[src/rtl/simple_cpu_core_p.sv]
// Parametrised multi-cycle FETCH/EXEC core with loadable instruction memory,
// generic register file, branch/jump, halt, hold and sticky signed overflow.
module simple_cpu_core_p #(
  parameter  int DATA_W     = 8,
  parameter  int NUM_REGS   = 4,
  parameter  int IMEM_DEPTH = 64,
  localparam int AW         = $clog2(IMEM_DEPTH)
) (
  input  logic                       clk,
  input  logic                       reset,
  input  logic                       hold,
  input  logic                       prog_we,
  input  logic [AW-1:0]              prog_addr,
  input  logic [19:0]                prog_data,
  input  logic                       start,
  output logic                       busy,
  output logic                       halted,
  output logic [AW-1:0]              pc,
  output logic                       ovf,
  output logic [NUM_REGS*DATA_W-1:0] regs_flat
);

  localparam int         RIW   = $clog2(NUM_REGS);
  localparam int         MSB   = DATA_W - 1;
  localparam logic [4:0] NREGS = 5'(NUM_REGS);

  typedef enum logic [1:0] {S_IDLE, S_FETCH, S_EXEC, S_HALT} state_e;

  typedef enum logic [3:0] {
    OP_NOP  = 4'h0, OP_ADD = 4'h1, OP_SUB = 4'h2, OP_AND  = 4'h3,
    OP_OR   = 4'h4, OP_ADDI = 4'h5, OP_LI = 4'h6, OP_BEQZ = 4'h7,
    OP_JMP  = 4'h8, OP_HALT = 4'hF
  } op_e;

  state_e              state_q, state_d;
  logic [19:0]         ir;
  logic [19:0]         imem [IMEM_DEPTH];
  logic [DATA_W-1:0]   regs [NUM_REGS];

  op_e                 op;
  logic [3:0]          rd, rs, rt;
  logic [7:0]          imm;
  logic                rd_ok, rs_ok, rt_ok;
  logic [DATA_W-1:0]   rs_val, rt_val, alu_b, sext_imm, res;
  logic                wr_en, ovf_set;
  logic [AW-1:0]       pc_d;

  assign op  = op_e'(ir[19:16]);
  assign rd  = ir[15:12];
  assign rs  = ir[11:8];
  assign imm = ir[7:0];
  assign rt  = imm[3:0];

  // Indices past the last architectural register read as zero and never write.
  assign rd_ok  = {1'b0, rd} < NREGS;
  assign rs_ok  = {1'b0, rs} < NREGS;
  assign rt_ok  = {1'b0, rt} < NREGS;
  assign rs_val = rs_ok ? regs[rs[RIW-1:0]] : '0;
  assign rt_val = rt_ok ? regs[rt[RIW-1:0]] : '0;

  assign busy   = (state_q == S_FETCH) || (state_q == S_EXEC);
  assign halted = (state_q == S_HALT);

  // NOTE: every variable written in always_comb gets a default first so no latch is inferred.
  always_comb begin
    for (int i = 0; i < DATA_W; i++) sext_imm[i] = (i < 8) ? imm[3'(i)] : imm[7];
  end

  always_comb begin
    regs_flat = '0;
    for (int i = 0; i < NUM_REGS; i++) regs_flat[i*DATA_W +: DATA_W] = regs[i];
  end

  always_comb begin
    state_d = state_q;
    case (state_q)
      S_IDLE, S_HALT: if (start) state_d = S_FETCH;
      S_FETCH:        if (!hold) state_d = S_EXEC;
      S_EXEC:         if (!hold) state_d = (op == OP_HALT) ? S_HALT : S_FETCH;
      default:        state_d = S_IDLE;
    endcase
  end

  always_comb begin
    alu_b   = rt_val;
    res     = '0;
    wr_en   = 1'b0;
    ovf_set = 1'b0;
    pc_d    = pc + AW'(1);
    case (op)
      OP_ADD, OP_ADDI: begin
        if (op == OP_ADDI) alu_b = sext_imm;
        res     = rs_val + alu_b;
        wr_en   = 1'b1;
        ovf_set = (rs_val[MSB] == alu_b[MSB]) && (res[MSB] != rs_val[MSB]);
      end
      OP_SUB: begin
        res     = rs_val - rt_val;
        wr_en   = 1'b1;
        ovf_set = (rs_val[MSB] != rt_val[MSB]) && (res[MSB] != rs_val[MSB]);
      end
      OP_AND:  begin res = rs_val & rt_val; wr_en = 1'b1; end
      OP_OR:   begin res = rs_val | rt_val; wr_en = 1'b1; end
      OP_LI:   begin res = sext_imm;        wr_en = 1'b1; end
      OP_BEQZ: if (rs_val == '0) pc_d = imm[AW-1:0];
      OP_JMP:  pc_d = imm[AW-1:0];
      OP_HALT: pc_d = pc;
      default: ;
    endcase
  end

  // NOTE: program memory has no reset; a core reset must leave the loaded program intact.
  always_ff @(posedge clk) begin
    if (prog_we && (state_q == S_IDLE || state_q == S_HALT)) imem[prog_addr] <= prog_data;
  end

  // NOTE: sequential state uses non-blocking assignments so all flops update from pre-edge values.
  always_ff @(posedge clk) begin
    if (reset) begin
      state_q <= S_IDLE;
      pc      <= '0;
      ovf     <= 1'b0;
      ir      <= '0;
      for (int i = 0; i < NUM_REGS; i++) regs[i] <= '0;
    end else begin
      state_q <= state_d;
      case (state_q)
        S_IDLE, S_HALT: if (start) begin
          pc  <= '0;
          ovf <= 1'b0;
        end
        S_FETCH: if (!hold) ir <= imem[pc];
        S_EXEC: if (!hold) begin
          pc <= pc_d;
          if (ovf_set) ovf <= 1'b1;
          if (wr_en && rd_ok) regs[rd[RIW-1:0]] <= res;
        end
        default: ;
      endcase
    end
  end

endmodule

[config.mk]
export PLATFORM = sky130hd
export DESIGN_NAME = simple_cpu_core_p
export DESIGN_NICKNAME = d
export VERILOG_FILES = /design/src/rtl/simple_cpu_core_p.sv
export SDC_FILE = /design/constraint.sdc
export NUM_CORES = 1
export LEC_CHECK = 0
export CORE_AREA = 2 2 350 352
export DETAILED_ROUTE_END_ITERATION = 7
export DIE_AREA = 0 0 352 354
export GPL_ROUTABILITY_DRIVEN = 0
export PLACE_DENSITY_LB_ADDON = 0.25
export SLEW_MARGIN = 10
export SYNTH_ARGS = -nofsm -noshare
export SYNTH_HDL_FRONTEND = slang
export SYNTH_SLANG_ARGS = --single-unit
[constraint.sdc]
create_clock -name clk -period 4.15 [get_ports clk]
set_input_delay 0.415 -clock clk [delete_from_list [all_inputs] [get_ports clk]]
set_output_delay 0.415 -clock clk [all_outputs]
set_load 0.1 [all_outputs]
=== Word-level counts from Yosys, hierarchy flattened ===
Memory sizes are Yosys's and may differ from the RTL's. A register that Yosys moved wholly into a read port is not among the register bits.
Cells that the tools add are included.

* Memory bits (writable): 1312
* Memories: 2
* Bits of input ports: 31
* Register bits: 9

* Mux-type cells: 33
* Reduce and logical (&&, ||, !) cells: 17
* Eq/ne operators: 21
* Order comparisons: 3
* $add $sub $neg: 3
* Bitwise gates (word level): 3

{| class="wikitable"
|+ Memories
! memory !! depth !! width !! rd ports !! clocked after Yosys merged registers in !! wr ports !! RTL line !! text
|-
| imem || 64 || 20 || 1 || 1 || 1 || 37 || <nowiki>logic [19:0] imem [IMEM_DEPTH];</nowiki>
|-
| regs || 4 || 8 || 6 || 0 || 4 || 38 || <nowiki>logic [DATA_W-1:0] regs [NUM_REGS];</nowiki>
|}

{| class="wikitable"
|+ Operator list
! operator !! number
|-
| 8-bit 2-to-1 mux || 5
|-
| 8-bit one-hot mux with 5 select lines || 1
|-
| 6-bit 2-to-1 mux || 3
|-
| 6-bit one-hot mux with 3 select lines || 1
|-
| 4-bit by 3-bit == test with 1-bit output (second input constant) || 4
|-
| 1-bit 2-to-1 mux || 14
|-
| 4-bit by 3-bit < comparator with 1-bit output (second input constant) || 3
|-
| 6-bit one-hot mux with 2 select lines || 1
|-
| 2-bit 2-to-1 mux || 5
|-
| 2-bit inequality test (second input constant) || 5
|-
| 8-bit adder || 1
|-
| 8-bit AND || 1
|-
| 4-bit by 2-bit == test with 1-bit output (second input constant) || 2
|-
| 4-bit == test (second input constant) || 2
|-
| 8-bit logical NOT || 1
|-
| 8-bit bitwise OR || 1
|-
| 4-bit AND reduction || 2
|-
| 8-bit OR reduction || 1
|-
| 8-bit subtractor || 1
|-
| 6-bit by 1-bit adder with 6-bit output (second input constant) || 1
|-
| 2-bit one-hot mux with 3 select lines || 1
|-
| 6-bit OR reduction || 1
|-
| 2-bit == test (second input constant) || 2
|-
| 4-bit by 1-bit == test with 1-bit output (second input constant) || 1
|-
| 12 further kinds || 20
|}

=== Longest topological paths before layout ===
* Word-level depth: 11
* Depth in mapped cells: 16
* Gate-level depth less buffers: 13

=== Worst setup path before layout ===
Ideal clock, no wire load.

* Path kind: register to register
* Start point: memory regs[3][0]
* End point: memory regs[0][6] (data pin)
* Cell stages (with the launch flop): 13
* Clock period less this slack: 3.611 ns
* Data required time: 3.886 ns
* Data arrival time: 3.347 ns
* Path slack: 0.539 ns
* Cell sequence: edfxtp_1 > mux4_2 > nand2_1 > inv_1 > ha_1 > fa_1 > nor2b_1 > o21ai_0 > a21boi_0 > nor3_1 > or3_1 > a21oi_1 > nor2_1

{| class="wikitable"
|+ RTL lines
! item !! RTL line
|-
| start, declared || 38
|}

=== Worst setup path in the final report ===
* Start point: register pc[0]
* End point: output pc[0]

{| class="wikitable"
|+ RTL lines
! item !! RTL line !! text
|-
| start, declared || 18 || <nowiki>output logic [AW-1:0] pc,</nowiki>
|-
| start signal, assigned || 134 || <nowiki>pc <= pc_d;</nowiki>
|}

No word-level cell between the ends.

==> flow_summary.html <==
<table>
<tr><th>Metric</th><th>Value</th></tr>
<tr><th colspan="2">Cells and area</th></tr>
<tr><td>Commonest non-fill, non-tap cells in the layout</td><td>1184 x sky130_fd_sc_hd__edfxtp_1, 358 x sky130_fd_sc_hd__mux4_2, 123 x sky130_fd_sc_hd__clkbuf_16</td></tr>
<tr><td>Fraction of final layout cells sized beyond drive strength 1</td><td>0.314</td></tr>
<tr><td>Final core area utilization</td><td>0.457</td></tr>
<tr><td>Leading cell type in the layout, fill and taps excluded</td><td>sky130_fd_sc_hd__edfxtp_1</td></tr>
<tr><td>Post-Layout Cell Count</td><td>4156</td></tr>
<tr><td>Area growth syn-to-layout</td><td>15.0%</td></tr>
<tr><td>Final net count</td><td>2503</td></tr>
<tr><th colspan="2">Logic synthesis</th></tr>
<tr><td>Fraction of synthesized cell area taken by the top area cell type</td><td>0.739</td></tr>
<tr><td>Largest area contributor in the netlist</td><td>sky130_fd_sc_hd__edfxtp_1</td></tr>
<tr><td>Count of unique library cells instantiated by Yosys</td><td>56</td></tr>
<tr><td>Dominant register cell in the synthesized netlist</td><td>sky130_fd_sc_hd__edfxtp_1</td></tr>
<tr><td>Net Count, Synth</td><td>2296</td></tr>
<tr><td>Sequential-to-total area share from yosys stat</td><td>0.751</td></tr>
<tr><td>Cell types occupying the most area after synthesis</td><td>sky130_fd_sc_hd__edfxtp_1 74%, sky130_fd_sc_hd__mux4_2 17%, sky130_fd_sc_hd__dfxtp_1 1.1%</td></tr>
<tr><td>Area of the mapped netlist</td><td>0.0481 mm2</td></tr>
<tr><td>Gate Count Post-Synth</td><td>2229</td></tr>
<tr><td>Synth warnings</td><td>0</td></tr>
<tr><td>Mean instance size in the synthesized netlist</td><td>21.6 um2</td></tr>
<tr><td>Number of register bits inferred by synthesis</td><td>1211</td></tr>
<tr><td>Number of enable flip-flop cells after synthesis</td><td>1184</td></tr>
<tr><td>Share of flip-flops with an asynchronous set or reset</td><td>0</td></tr>
<tr><th colspan="2">Setup path</th></tr>
<tr><td>Kind of launch point of the worst setup path</td><td>flop</td></tr>
<tr><td>Kind of end point of the critical path</td><td>output port</td></tr>
<tr><td>Arrival @ worst endpoint</td><td>3.29 ns</td></tr>
<tr><td>Worst setup path class</td><td>flop to output port</td></tr>
<tr><td>Req. time, crit path</td><td>3.73 ns</td></tr>
<tr><td>Crit path launch</td><td>pc[0]</td></tr>
<tr><td>R2r startpoint</td><td>regs[1][0]</td></tr>
<tr><td>Highest net fanout along the worst path</td><td>28</td></tr>
<tr><th colspan="2">Route</th></tr>
<tr><td>Number of vias per cell after detailed routing</td><td>5.61</td></tr>
<tr><td>First-pass DRT Iterations</td><td>5</td></tr>
<tr><td>Via Count</td><td>23317</td></tr>
<tr><td>Routed WL</td><td>118 mm</td></tr>
<tr><td>Routed Antenna Nets</td><td>0</td></tr>
<tr><td>Drt initial violations</td><td>2501</td></tr>
<tr><td>Routed length per placed instance</td><td>28.4 um</td></tr>
<tr><td>Post-route DRC violation count</td><td>0</td></tr>
<tr><th colspan="2">Pwr</th></tr>
<tr><td>Power per Cell Area</td><td>448 mW/mm2</td></tr>
<tr><td>Final Power</td><td>0.0248 W</td></tr>
<tr><td>Max IR drop VDD</td><td>0.331 mV</td></tr>
<tr><td>Leakage</td><td>16.8 nW</td></tr>
<tr><th colspan="2">Clock tree</th></tr>
<tr><td>Clock latency on the worst-skew pair</td><td>0.70 ns</td></tr>
<tr><td>TritonCTS Buffers</td><td>121</td></tr>
<tr><td>Clock net sink count</td><td>1211</td></tr>
<tr><td>Post-CTS Resized</td><td>0</td></tr>
<tr><td>Maximum root-to-sink buffer count</td><td>3</td></tr>
<tr><td>Clock root buffer</td><td>sky130_fd_sc_hd__clkbuf_16</td></tr>
<tr><td>Setup bufs post-CTS</td><td>0</td></tr>
<tr><td>Clock tree from TritonCTS</td><td>built</td></tr>
<tr><td>Clock edge transition at the registers on the reported setup and hold paths</td><td>0.06 ns</td></tr>
<tr><td>Number of H-tree levels</td><td>3</td></tr>
<tr><td>Post-cts hold buffer count</td><td>0</td></tr>
<tr><th colspan="2">Timing</th></tr>
<tr><td>Setup Total Neg Slack</td><td>0 ns</td></tr>
<tr><td>RSZ-0062 raised after global routing</td><td>false</td></tr>
<tr><td>Endpoints failing hold</td><td>0</td></tr>
<tr><td>Final count of negative-setup-slack endpoints</td><td>0</td></tr>
<tr><td>Post-Route Skew</td><td>0.0207 ns</td></tr>
<tr><td>FMAX</td><td>270 MHz</td></tr>
<tr><td>Slew of the pin with the lowest slew margin</td><td>1.22 ns</td></tr>
<tr><td>Fraction of the cycle the final worst path needs</td><td>0.893</td></tr>
<tr><td>Tightest slew margin relative to the limit</td><td>0.185</td></tr>
<tr><td>Final Critical Period</td><td>3.71 ns</td></tr>
<tr><td>Max-slew violation count</td><td>0</td></tr>
<tr><td>Post-route worst hold slack</td><td>0.268 ns</td></tr>
<tr><th colspan="2">Global route</th></tr>
<tr><td>Total routing usage reported by global routing</td><td>0.190</td></tr>
<tr><td>Antenna violations before repair</td><td>9</td></tr>
<tr><td>Largest net degree at the start of global routing</td><td>65</td></tr>
<tr><td>Total gr overflow</td><td>0</td></tr>
<tr><td>Number of global-route vias before repair</td><td>24202</td></tr>
<tr><td>Wire length of the first global-routing pass</td><td>171 mm</td></tr>
<tr><th colspan="2">Floorplan</th></tr>
<tr><td>IO Pins</td><td>72</td></tr>
<tr><td>Starting Density</td><td>0.398</td></tr>
<tr><td>Floorplan core area</td><td>0.121 mm2</td></tr>
<tr><td>Die Outline Area</td><td>0.125 mm2</td></tr>
<tr><td>Die boundary width</td><td>352 um</td></tr>
<tr><td>Row cnt</td><td>128</td></tr>
<tr><td>Die outline height</td><td>354 um</td></tr>
<tr><th colspan="2">Status</th></tr>
<tr><td>Run status</td><td>finished clean</td></tr>
<tr><th colspan="2">Place</th></tr>
<tr><td>Number of placed instances with taps included</td><td>3938</td></tr>
<tr><td>Post-detail-place hpwl</td><td>68.8 mm</td></tr>
<tr><td>I/O Buffers</td><td>69</td></tr>
<tr><th colspan="2">Job</th></tr>
<tr><td>Max-capacitance violation count</td><td>0</td></tr>
<tr><th colspan="2">Worst hold path</th></tr>
<tr><td>Worst min-delay path startpoint</td><td>prog_data[15]</td></tr>
<tr><td>Min-Delay Path Class</td><td>primary input to flop</td></tr>
</table>
## area by class of cell
cell class	instances	area, um2
Fill cell	9969	65600
Tap cell	1625	2030
Timing Repair Buffer	201	1770
Sequential cell	1211	36100
Antenna cell	2	5.00
Multi-Input combinational cell	875	11500
Inverter	26	97.6
Clock buffer	140	3140
Clock inverter	76	616
## state kept, by name (all words and copies together) (netlist names)
name / flops
regs: 32
imem: 1152
state_q: 2
ir: 18
pc: 6
ovf: 1
## layer usage
metal,GRT usage,up-vias,routed length [um]
met5,0,-,80
met4,0.0462,12,2120
met3,0.0332,152,7610
met2,0.317,780,59000
met1,0.259,12662,49400
li1,-,9711,-
## report_power, final
part / switching (W) / internal [W]
sequential: 0.0000307 / 0.0135
clock: 0.00450 / 0.00588
combinational: 0.000618 / 0.000246
total: 0.00515 / 0.0196
## critical path, stage by stage (launching register included)
cell,delay [ns]
sky130_fd_sc_hd__dfxtp_4,0.63
sky130_fd_sc_hd__buf_12,0.21
sky130_fd_sc_hd__buf_4,0.47
sky130_fd_sc_hd__clkdlybuf4s50_1,1.25
## worst paths after layout
path                                      to  slack (ns)  depth (start not counted)
worst max-delay path                   pc[0]        0.44                          3
worst min-delay path            imem[19][15]        0.27                          1
worst max register to register    regs[2][6]        0.49                         12
worst min register to register        ir[15]        0.49                          2
## cell families (layout without fill, tap and decap cells)
logic type / Yosys count / count (layout) / synth area share
flops: 1211 / 1211 / 0.751
buf+inv: 143 / 443 / 0.0130
mux: 420 / 420 / 0.182
xor+xnor: 10 / 10 / 0.00182
simple gates: 283 / 283 / 0.0277
fa+ha+maj: 36 / 36 / 0.00968
compound gates: 126 / 126 / 0.0157
other cells: 0 / 2 / 0
## cells in the mapped netlist, drive strengths merged (4+ instances only)
library cell and count:
and3 4, edfxtp 1184, nor2b 31, nand2b 11, nand3b 4, dfxtp 27
o21ai 39, ha 34, xnor2 8, or3 5, and2 5, nand2 34
mux4 358, buf 53, clkbuf 64, nand3 8, inv 26, mux2 37
o22ai 18, a21oi 38, mux2i 25, nor2 136, nor3 29
## per-stage QoR
step / setup WS (ns) / cell area (um2)
detailed placement: 0.506 / 51500
global route: 0.245 / 55300
global placement: 0.548 / 51500
CTS: 0.321 / 55300
finish: 0.442 / 55300
floorplan: 0.539 / 48100
Note: power is estimated with default switching activity, not from simulation.
